## src/rtl/bcd_pkg.sv

```systemverilog
// Shared constants for the BCD carry receiver: digit limits, digit width
// and the active-high 7-segment codes (bit0 = seg a .. bit6 = seg g).
package bcd_pkg;

    localparam int DIGIT_W = 4;

    typedef logic [DIGIT_W-1:0] bcd_t;
    typedef logic [6:0]         seg_t;

    localparam bcd_t BCD_MAX = 4'd9;
    localparam bcd_t BCD_MIN = 4'd0;

    localparam seg_t SEG_0   = 7'h3F;
    localparam seg_t SEG_1   = 7'h06;
    localparam seg_t SEG_2   = 7'h5B;
    localparam seg_t SEG_3   = 7'h4F;
    localparam seg_t SEG_4   = 7'h66;
    localparam seg_t SEG_5   = 7'h6D;
    localparam seg_t SEG_6   = 7'h7D;
    localparam seg_t SEG_7   = 7'h07;
    localparam seg_t SEG_8   = 7'h7F;
    localparam seg_t SEG_9   = 7'h6F;
    localparam seg_t SEG_OFF = 7'h00;

endpackage

```

## src/rtl/seg7_enc.sv

```systemverilog
// BCD digit to active-high 7-segment code; non-BCD inputs blank the display.
module seg7_enc
    import bcd_pkg::*;
(
    input  logic [DIGIT_W-1:0] i_Bcd,
    output logic [6:0]         o_Seg
);

    // Pure lookup of the fixed digit patterns.
    always_comb begin
        o_Seg = SEG_OFF;
        case (i_Bcd)
            4'd0:    o_Seg = SEG_0;
            4'd1:    o_Seg = SEG_1;
            4'd2:    o_Seg = SEG_2;
            4'd3:    o_Seg = SEG_3;
            4'd4:    o_Seg = SEG_4;
            4'd5:    o_Seg = SEG_5;
            4'd6:    o_Seg = SEG_6;
            4'd7:    o_Seg = SEG_7;
            4'd8:    o_Seg = SEG_8;
            4'd9:    o_Seg = SEG_9;
            default: o_Seg = SEG_OFF;
        endcase
    end

endmodule

```

## src/rtl/bcd_carry_receiver.sv

```systemverilog
// Two-digit (tens/hundreds) BCD up/down counter driven by the active-low
// carry/borrow strobe of a units-digit counter. Forwards its own wrap as a
// registered one-clock active-low carry.
// Optional feature: define CARRY_SYNC_EN to pass i_CarryN through a 2-flop
// synchronizer (count lands on the 3rd edge after the fall); otherwise the
// raw input is edge-detected (1st edge) for same-clock chaining.
module bcd_carry_receiver
    import bcd_pkg::*;
(
    input  logic       i_Clk,
    input  logic       i_Rst,
    input  logic       i_CarryN,
    input  logic       i_UpDnMode,
    input  logic       i_Clr,
    output logic [7:0] o_LED,
    output logic [6:0] o_FND_T,
    output logic [6:0] o_FND_H,
    output logic       o_CarryN
);

    logic carry_in;   // carry strobe as seen by the edge detector
    logic flushed;    // reset-time contents of the synchronizer have drained

`ifdef CARRY_SYNC_EN
    logic       sync1_q, sync2_q;
    logic [1:0] flush_q;

    // Two-flop synchronizer, idle-high at reset.
    always_ff @(posedge i_Clk or posedge i_Rst) begin
        if (i_Rst) begin
            sync1_q <= 1'b1;
            sync2_q <= 1'b1;
        end else begin
            sync1_q <= i_CarryN;
            sync2_q <= sync1_q;
        end
    end

    // Counts the edges needed for the reset value to leave the synchronizer,
    // so the forced-high reset value is never mistaken for a real high level.
    always_ff @(posedge i_Clk or posedge i_Rst) begin
        if (i_Rst)               flush_q <= 2'd0;
        else if (flush_q != 2'd2) flush_q <= flush_q + 2'd1;
    end

    assign carry_in = sync2_q;
    assign flushed  = (flush_q == 2'd2);
`else
    assign carry_in = i_CarryN;
    assign flushed  = 1'b1;
`endif

    logic prev_q;     // previous carry_in, idle-high at reset
    logic armed_q;    // a genuine high level has been seen since reset
    logic evt;

    // Edge-detect history plus arming: a strobe still low at reset release
    // must return high before its next fall can count.
    always_ff @(posedge i_Clk or posedge i_Rst) begin
        if (i_Rst) begin
            prev_q  <= 1'b1;
            armed_q <= 1'b0;
        end else begin
            prev_q  <= carry_in;
            armed_q <= armed_q | (flushed & carry_in);
        end
    end

    assign evt = armed_q & prev_q & ~carry_in;

    bcd_t tens_q, tens_d;
    bcd_t hund_q, hund_d;
    logic carry_q, carry_d;

    // Next-state for the two digits and the outgoing carry; clear wins over
    // a coincident event, which is dropped.
    always_comb begin
        tens_d  = tens_q;
        hund_d  = hund_q;
        carry_d = 1'b1;
        if (i_Clr) begin
            tens_d = BCD_MIN;
            hund_d = BCD_MIN;
        end else if (evt) begin
            if (!i_UpDnMode) begin
                if (tens_q >= BCD_MAX) begin
                    tens_d = BCD_MIN;
                    if (hund_q >= BCD_MAX) begin
                        hund_d  = BCD_MIN;
                        carry_d = 1'b0;
                    end else begin
                        hund_d = hund_q + 4'd1;
                    end
                end else begin
                    tens_d = tens_q + 4'd1;
                end
            end else begin
                if (tens_q == BCD_MIN) begin
                    tens_d = BCD_MAX;
                    if (hund_q == BCD_MIN) begin
                        hund_d  = BCD_MAX;
                        carry_d = 1'b0;
                    end else begin
                        hund_d = hund_q - 4'd1;
                    end
                end else begin
                    tens_d = tens_q - 4'd1;
                end
            end
        end
    end

    // Digit and carry-out registers.
    always_ff @(posedge i_Clk or posedge i_Rst) begin
        if (i_Rst) begin
            tens_q  <= BCD_MIN;
            hund_q  <= BCD_MIN;
            carry_q <= 1'b1;
        end else begin
            tens_q  <= tens_d;
            hund_q  <= hund_d;
            carry_q <= carry_d;
        end
    end

    assign o_LED    = {hund_q, tens_q};
    assign o_CarryN = carry_q;

    seg7_enc u_seg_t (.i_Bcd(tens_q), .o_Seg(o_FND_T));
    seg7_enc u_seg_h (.i_Bcd(hund_q), .o_Seg(o_FND_H));

endmodule

```

## config.mk

```make
export PLATFORM = sky130hd
export DESIGN_NAME = bcd_carry_receiver
export DESIGN_NICKNAME = d
export VERILOG_FILES = /design/src/rtl/bcd_pkg.sv /design/src/rtl/seg7_enc.sv /design/src/rtl/bcd_carry_receiver.sv
export SDC_FILE = /design/constraint.sdc
export NUM_CORES = 1
export LEC_CHECK = 0
export ABC_AREA = 1
export CAP_MARGIN = 20
export CORE_ASPECT_RATIO = 0.75
export CORE_UTILIZATION = 60
export CTS_CLUSTER_DIAMETER = 120
export DETAILED_ROUTE_END_ITERATION = 8
export DONT_BUFFER_PORTS = 1
export PLACE_DENSITY = 0.8
export REMOVE_ABC_BUFFERS = 1
export SLEW_MARGIN = 30
export SYNTH_ARGS = -nofsm -noshare
export SYNTH_HDL_FRONTEND = slang
export SYNTH_HIERARCHICAL = 1
export SYNTH_SLANG_ARGS = --single-unit
```

## constraint.sdc

```tcl
create_clock -name i_Clk -period 1.8 [get_ports i_Clk]
set_input_delay 0.54 -clock i_Clk [delete_from_list [all_inputs] [get_ports i_Clk]]
set_output_delay 0.54 -clock i_Clk [all_outputs]
set_load 0.01 [all_outputs]
```

Word-level counts from Yosys, hierarchy flattened
Memory sizes are Yosys's and may differ from the RTL's.
Index checks and enable logic that the tools add are counted.
{"block": "totals", "memories": 2, "output_inout_bits": 23, "ff_bits": 11, "rom_bits": 224, "wordCells": 42, "in_bits": 5}
{"memory": "(no name shown)", "depth": 16, "width": 7, "read_ports": 1, "rd_clocked_by_memory_dff": 0, "write_ports": 0, "line_no": "seg7_enc.sv:12", "source": "case (i_Bcd)"}
{"memory": "(no name shown)", "depth": 16, "width": 7, "read_ports": 1, "rd_clocked_by_memory_dff": 0, "write_ports": 0, "line_no": "seg7_enc.sv:12"}
{"block": "op_classes", "order_cmp": 2, "n_reduce_logical": 5, "addsub": 4, "n_bitwise": 4, "n_eq_ne": 1, "n_mux": 19}
{"op": "$mux 4", "n": 12}
{"op": "$add 4x1->4 const B", "n": 2}
{"op": "$ge 4x4->1 const B", "n": 2}
{"op": "$logic_not 4->1", "n": 2}
{"op": "$sub 4x1->4 const B", "n": 2}
{"op": "$mux 1", "n": 7}
{"op": "$ne 3x1->1 const B", "n": 1}
{"op": "$reduce_and 3->1", "n": 1}
{"op": "$reduce_bool 3->1", "n": 1}
{"op": "$and 1x1->1", "n": 2}
{"op": "$reduce_bool 2->1", "n": 1}
{"op": "$not 1->1", "n": 1}
{"op": "$or 1x1->1", "n": 1}

Longest topological paths before layout
Gate-level depths: netlist (run 1).
{"block": "logic_depth", "depth_word": 6, "ltp_mapped": 9, "mapped_depth_nobuf": 9}

Hierarchy
The synthesis (run 1) kept the hierarchy.
{"mod": "bcd_carry_receiver", "cells_per_inst": 119, "seq_area_each_um2": 277.8, "area_each_um2": 897.1, "instances": 1}
{"mod": "seg7_enc", "cells_per_inst": 39, "seq_area_each_um2": 0.0, "area_each_um2": 210.2, "instances": 2}

Worst setup path after synthesis (run 1)
Ideal clock, no wire load.
{"block": "synth_timing", "kind": "register to output", "from": "register hund_q[0]", "to": "output port o_FND_H[3]", "path_buffers": 0, "t_required_ns": 1.260, "stages_incl_launch_ff": 7, "arrival_time_ns": 1.197, "path_slack_ns": 0.063, "cell_sequence": "dfrtp_1 inv_1 ha_1 nand2_1 nand2_1 nand2_1 nand2_1"}
{"block": "synth_between", "elab_chain_len": 1}
{"item": "start: declaration", "line_no": "bcd_carry_receiver.sv:72", "source": "bcd_t hund_q, hund_d;"}
{"item": "start signal: assignment", "line_no": "bcd_carry_receiver.sv:121", "source": "hund_q <= hund_d;"}
{"item": "$mem_v2 16x7"}
{"item": "end: declaration", "line_no": "bcd_carry_receiver.sv:17", "source": "output logic [6:0] o_FND_H,"}
Every way passes these cells.

Worst setup path in the final report (run 1)
{"block": "layout_timing", "from": "register tens_q[0]", "to": "output port o_FND_T[3]"}
{"block": "layout_between", "elab_chain_len": 1}
{"item": "start: declaration", "line_no": "bcd_carry_receiver.sv:71", "source": "bcd_t tens_q, tens_d;"}
{"item": "start signal: assignment", "line_no": "bcd_carry_receiver.sv:120", "source": "tens_q <= tens_d;"}
{"item": "$mem_v2 16x7"}
{"item": "end: declaration", "line_no": "bcd_carry_receiver.sv:16", "source": "output logic [6:0] o_FND_T,"}
Every way passes these cells.

==> results of run 1 <==
[flip-flops by register name (all words and copies together) (netlist names)]
name,cells
prev_q,1
tens_q,4
armed_q,1
hund_q,4
o_CarryN,1
[how the worst min path moves through the flow]
stage | cells past startpoint | end | startpoint | slack [ns]
floorplan | 1 | armed_q$_DFF_PP0_ | i_Rst | 0.39
global placement | 1 | armed_q$_DFF_PP0_ | i_Rst | 0.43
detailed placement | 1 | armed_q$_DFF_PP0_ | i_Rst | 0.44
CTS | 1 | hund_q[0]$_DFFE_PP0P_ | i_Rst | 0.14
global route | 1 | hund_q[2]$_DFFE_PP0P_ | i_Rst | 0.17
finish | 1 | hund_q[2]$_DFFE_PP0P_ | i_Rst | 0.13
[cells by family after synthesis]
kind of cell,share of synthesized area [%]
adder cells (fa/ha/maj),19.0
XOR/XNOR,1.33
AND/OR/NAND/NOR,43.1
AO/OA/AOI/OAI,6.84
flip-flops,21.1
buffers and inverters,8.64
[report_power, final]
part | internal, mW | leakage (nW) | switching, mW | total (mW)
clock network | 0.0861 | 0.0150 | 0.0972 | 0.183
logic | 0.626 | 0.717 | 1.08 | 1.71
registers | 0.301 | 0.132 | 0.0964 | 0.398
[Yosys cell counts]
cell type | number | share of area, %
sky130_fd_sc_hd__a21boi_4 | 1 | 1.4
sky130_fd_sc_hd__a21oi_2 | 1 | 0.66
sky130_fd_sc_hd__clkbuf_2 | 1 | 0.38
sky130_fd_sc_hd__dfrtp_1 | 9 | 17
sky130_fd_sc_hd__dfstp_2 | 2 | 4.0
sky130_fd_sc_hd__ha_1 | 20 | 19
sky130_fd_sc_hd__inv_1 | 22 | 6.3
sky130_fd_sc_hd__inv_2 | 7 | 2.0
sky130_fd_sc_hd__nand2_1 | 79 | 23
sky130_fd_sc_hd__nand2_2 | 5 | 2.4
sky130_fd_sc_hd__nand2_4 | 2 | 1.7
sky130_fd_sc_hd__nand3_1 | 17 | 6.5
sky130_fd_sc_hd__nand3_2 | 4 | 3.0
sky130_fd_sc_hd__nand3b_1 | 1 | 0.57
sky130_fd_sc_hd__nand4_1 | 3 | 1.4
sky130_fd_sc_hd__nor2_1 | 7 | 2.0
sky130_fd_sc_hd__nor2_4 | 3 | 2.6
sky130_fd_sc_hd__o211ai_1 | 2 | 1.1
sky130_fd_sc_hd__o21ai_0 | 2 | 0.76
sky130_fd_sc_hd__o21ai_1 | 3 | 1.1
sky130_fd_sc_hd__o21ai_2 | 1 | 0.66
sky130_fd_sc_hd__o21bai_1 | 1 | 0.57
sky130_fd_sc_hd__o22ai_1 | 1 | 0.48
sky130_fd_sc_hd__or2_2 | 1 | 0.48
sky130_fd_sc_hd__xor2_1 | 2 | 1.3
[through the flow]
step                setup WS (ns)  setup TNS, ns
detailed placement          0.134              0
floorplan                  0.0566              0
CTS                       -0.0343         -0.131
finish                     -0.129         -0.775
global route               -0.151          -1.44
global placement            0.186              0
[what timing repair did]
action / CTS / global route
setup buffers: 5 / 4
setup endpoints to repair: 10 / 14
pin swaps: 7 / 9
hold endpoints to repair: 0 / 0
gates resized for setup: 33 / 33
[critical path, cell delays in order, from the launching register on]
cell and delay, ns:
sky130_fd_sc_hd__dfrtp_1 0.42, sky130_fd_sc_hd__buf_6 0.15, sky130_fd_sc_hd__ha_2 0.18, sky130_fd_sc_hd__inv_2 0.05, sky130_fd_sc_hd__nand2_2 0.05, sky130_fd_sc_hd__nand2_1 0.08
sky130_fd_sc_hd__nand2_1 0.09, sky130_fd_sc_hd__nand2_2 0.09
[per-layer routing]
metal / GRT usage (%) / part of all wire [%] / wire (um)
met1: 41.0 / 42 / 1650
met2: 47.9 / 46 / 1800
met3: 1.85 / 9.0 / 352
met4: 9.76 / 3.1 / 120
met5: 0 / 0 / 0
[layout make-up]
cell class	count	area, um2	area share [%]
Multi-Input combinational cell	156	1120	65.0
Sequential cell	11	280	16.2
Timing Repair Buffer	17	146	8.48
Inverter	29	121	7.03
Tap cell	24	30.0	1.74
Clock buffer	4	26.3	1.52
==> impl_summary.log, run 1 <==
[metrics] result of the run: complete, but fails checks
[metrics] failing checks: negative setup slack
[metrics] final non-filler cell total: 241
[metrics] Overall Global Routing Usage: 29.1%
[metrics] Min Hold Slack: 0.131 ns
[metrics] final instance area: 0.00173 mm2
[metrics] area of the mapped netlist: 0.00132 mm2
[metrics] number of antenna violations at the first check in global routing: 0
[metrics] crit end category: output port
[metrics] Clk pin slew, worst setup/hold paths: 0.08 ns
[metrics] # DRC: 0
[metrics] layout cells sized above 1: 45.2%
[metrics] startpoint of the worst-slack reg-to-reg timing path: tens_q[0]$_DFFE_PP0P_
[metrics] Mean Syn Cell Area: 6.69 um2
[metrics] first-pass GRT wire length: 5.42 mm
[metrics] Placed Instance Area: 0.00140 mm2
[metrics] Worst Max-Slew Pin Slew: 0.422 ns
[metrics] antenna cells: 0
[metrics] horizontal die dimension: 56.1 um
[metrics] Antenna Violating Nets Remaining: 0
[metrics] Max-Cap Viols: 0
[metrics] I/O pin count: 28
[metrics] root cell of the clock tree: sky130_fd_sc_hd__clkbuf_4
[metrics] Arr. time, crit path: 1.39 ns
[metrics] # rows: 14
[metrics] gr ovfl total: 0
[metrics] setup repair after global routing missed its margin: yes
[metrics] clock latency reported for the late side of the worst-skew pair: 0.28 ns
[metrics] skew final: 0.00359 ns
[metrics] via count of the first global-routing pass: 1174
[metrics] clock buffer depth: 2
[metrics] Yosys warning total: 6
[metrics] Final Routed Wirelength: 3.92 mm
[metrics] peak fanout along the critical path: 3
[metrics] initial cell density of the core: 64.8%
[metrics] Layout Area Growth over Synthesis: 31.0%
[metrics] Post-CTS Hold Fix Bufs: 0
[metrics] Post-DP HPWL: 2.21 mm
[metrics] die extent in y: 42.6 um
[metrics] leading cell types in the layout, fill and taps excluded: 51 x sky130_fd_sc_hd__nand2_1, 33 x sky130_fd_sc_hd__nand2_2, 17 x sky130_fd_sc_hd__nand3_1, 13 x sky130_fd_sc_hd__inv_2
[metrics] maximum number of pins on one net before global-route repair: 12
[metrics] average wire length per cell after detail routing: 16.3 um
[metrics] Static Leak: 0.864 nW
[metrics] Gate Count Post-Synth: 197
[metrics] power density normalized to cell area: 1330 mW/mm2
[metrics] Yosys reg bits: 11
[metrics] worst max-slew margin expressed relative to the limit: 71.8%
[metrics] number of vias after detailed routing: 1400
[metrics] Floorplan Core Area: 0.00203 mm2
[metrics] GP Congestion: 0.901
[metrics] overall power: 2.29 mW
[metrics] length in cells of the worst reg-to-reg path: 10
[metrics] fraction of the cycle the final worst path needs: 107%
[metrics] Worst setup SP type: flop
[metrics] startpoint of the most critical setup path: tens_q[0]$_DFFE_PP0P_
[metrics] worst supply voltage drop on vdd: 1.41 mV
[metrics] number of distinct standard cells referenced by the synthesized netlist: 25
[metrics] number of CTS-inserted buffers: 3
[metrics] Fill cells: 111
[metrics] worst-case setup margin in the final layout: -0.129 ns
[metrics] via density per instance: 5.81
[metrics] Required @ worst endpoint: 1.26 ns
[metrics] worst setup slack for register-to-register paths: -0.01 ns
[metrics] Worst R2R End: tens_q[2]$_DFFE_PP0P_
[metrics] Final Setup Violations: 14
[metrics] most common cell after layout, fill and taps aside: sky130_fd_sc_hd__nand2_1
[metrics] CTS tree: done
[metrics] peak clock frequency supported by timing: 518 MHz
[metrics] total of buffers placed on input and output ports: 0
[metrics] CTS HTree Levels: 1
[metrics] register area share after synthesis: 21.1%
[metrics] clock sink count: 11
[metrics] crit path to: o_FND_T[3]
[metrics] net total in the final layout: 243
[metrics] post-route core utilization: 84.9%
[metrics] placed cells: 228
[metrics] Hold Crit Class: in2async
[metrics] final count of hold timing violations: 0
[metrics] router iterations before antenna repair: 6
[metrics] DR iter-0 viols: 166
[metrics] final critical-path required period: 1.93 ns
[metrics] critical path type: reg2out
[metrics] DIE AREA: 0.00239 mm2
[metrics] max-slew violation count: 0
(Power assumes the default switching activity.)
==> inputs of run 2 (changes only) <==
- GPL_TIMING_DRIVEN: unset -> 0
==> impl_summary.log, run 2 (synthesized netlist as in run 1, its figures left out) <==
[metrics] result of the run: complete, but fails checks
[metrics] failing checks: negative setup slack
[metrics] Final Routed Wirelength: 3.59 mm
[metrics] via count of the first global-routing pass: 1210
[metrics] pre-CTS setup slack: -0.146 ns
[metrics] Antenna Violating Nets Remaining: 0
[metrics] post-route core utilization: 77.5%
[metrics] final count of hold timing violations: 0
[metrics] CP max stage delay: 0.50 ns
[metrics] CTS tree: done
[metrics] router iterations before antenna repair: 4
[metrics] clock buffer depth: 2
[metrics] maximum number of pins on one net before global-route repair: 12
[metrics] max-slew violation count: 0
[metrics] average wire length per cell after detail routing: 15.5 um
[metrics] gr ovfl total: 0
[metrics] worst max-slew margin expressed relative to the limit: 67.3%
[metrics] Slowest cell on crit path: sky130_fd_sc_hd__dfrtp_2
[metrics] root cell of the clock tree: sky130_fd_sc_hd__clkbuf_4
[metrics] Min Hold Slack: 0.152 ns
[metrics] DIE AREA: 0.00239 mm2
[metrics] GP Congestion: 0.937
[metrics] net total in the final layout: 234
[metrics] setup repair after global routing missed its margin: yes
[metrics] DR iter-0 viols: 89
[metrics] Static Leak: 0.806 nW
[metrics] horizontal die dimension: 56.1 um
[metrics] antenna cells: 0
[metrics] critical path type: reg2out
[metrics] number of CTS-inserted buffers: 3
[metrics] leading cell types in the layout, fill and taps excluded: 56 x sky130_fd_sc_hd__nand2_1, 27 x sky130_fd_sc_hd__nand2_2, 17 x sky130_fd_sc_hd__nand3_1, 16 x sky130_fd_sc_hd__inv_1, 10 x sky130_fd_sc_hd__ha_1
[metrics] # rows: 14
[metrics] worst-case setup margin in the final layout: -0.147 ns
[metrics] Floorplan Core Area: 0.00203 mm2
[metrics] number of antenna violations at the first check in global routing: 0
[metrics] power density normalized to cell area: 1330 mW/mm2
[metrics] Hold Crit Class: in2async
[metrics] Critical Path, Cell by Cell: inv_4 > ha_1 > nand2_2 > nand2_1 > nand2_1 > nand2_2
[metrics] die extent in y: 42.6 um
[metrics] Worst Max-Slew Pin Slew: 0.490 ns
[metrics] first-pass GRT wire length: 5.36 mm
[metrics] initial cell density of the core: 64.8%
[metrics] Post-DP HPWL: 2.14 mm
[metrics] Required @ worst endpoint: 1.26 ns
[metrics] Layout Area Growth over Synthesis: 19.6%
[metrics] Final Setup Violations: 14
[metrics] Worst setup SP type: flop
[metrics] worst supply voltage drop on vdd: 1.40 mV
[metrics] I/O pin count: 28
[metrics] crit end category: output port
[metrics] peak clock frequency supported by timing: 513 MHz
[metrics] CTS HTree Levels: 1
[metrics] layout cells sized above 1: 39.4%
[metrics] most common cell after layout, fill and taps aside: sky130_fd_sc_hd__nand2_1
[metrics] total of buffers placed on input and output ports: 0
[metrics] # DRC: 0
[metrics] largest registers: hund_q (4), tens_q (4)
[metrics] peak fanout along the critical path: 7
[metrics] Clk pin slew, worst setup/hold paths: 0.07 ns
[metrics] fraction of the cycle the final worst path needs: 108%
[metrics] Fill cells: 137
[metrics] via density per instance: 5.62
[metrics] skew final: 0.00158 ns
[metrics] sum of negative setup slack: -1.25 ns
[metrics] clock latency reported for the late side of the worst-skew pair: 0.26 ns
[metrics] Arr. time, crit path: 1.41 ns
[metrics] worst setup slack for register-to-register paths: 0.12 ns
[metrics] Overall Global Routing Usage: 28.6%
[metrics] Max-Cap Viols: 0
[metrics] Post-CTS Hold Fix Bufs: 0
[metrics] clock sink count: 11
[metrics] final critical-path required period: 1.95 ns
[metrics] number of vias after detailed routing: 1304
## run 2: cell types whose count changed in the layout (fill, tap and decap cells not counted), sizes merged
cell | before | now
buf | 17 | 7
clkinvlp | 2 | 0
inv | 27 | 29
clkdlybuf4s18 | 0 | 1
## run 2: repair_timing
| action | 4_1_cts | 5_1_grt |
|---|---|---|
| gates resized for setup | 41 | 16 |
| buffers inserted | 8 | 0 |
| endpoints found under the setup margin | 14 | 22 |
| pin swaps | 5 | 5 |
## run 2: worst paths after layout
check,startpoint,end,depth (start not counted)
max in group asynchronous,i_Rst,o_CarryN$_DFF_PP1_,1
max,hund_q[0]$_DFFE_PP0P_,o_FND_H[5],6
min,i_Rst,armed_q$_DFF_PP0_,1
max reg2reg,tens_q[1]$_DFFE_PP0P_,hund_q[3]$_DFFE_PP0P_,10
min reg2reg,armed_q$_DFF_PP0_,armed_q$_DFF_PP0_,1
min in group i_Clk,i_CarryN,prev_q$_DFF_PP1_,0
## run 2: final cells by class
type,instances,area (um2),area share [%]
sequential,11,287,18.2
multi-input combinational,156,1050,66.7
inverter,29,119,7.55
clock buffer,4,26.3,1.67
tap,24,30.0,1.91
timing repair buffer,8,62.6,3.97
## run 2: routing by layer
metal,vias to the layer above,global-route usage [%],wire length (um)
met4,0,7.80,51
li1,635,-,-
met5,-,0,0
met1,604,40.1,1620
met3,6,1.23,235
met2,59,48.3,1680
## run 2: through the flow
stage	area, um2	power, mW	std cells
final	1580	2.10	232
after global routing	1580	2.26	232
after CTS	1530	1.92	232
after detailed placement	1340	1.52	220
after global placement	1340	1.47	220
after floorplan	1310	1.32	196
## run 2: report_power, final
group / switching, mW / internal, mW / total [mW]
Clock: 0.0824 / 0.0857 / 0.168
Sequential: 0.204 / 0.306 / 0.510
Combinational: 0.917 / 0.502 / 1.42
Total: 1.20 / 0.894 / 2.10
## run 2: critical path: cells and delay by family (launching register included)
family        cells  cell delay [ns]
buf+inv           1             0.08
fa+ha+maj         1             0.21
simple gates      4             0.34
flops             1             0.50
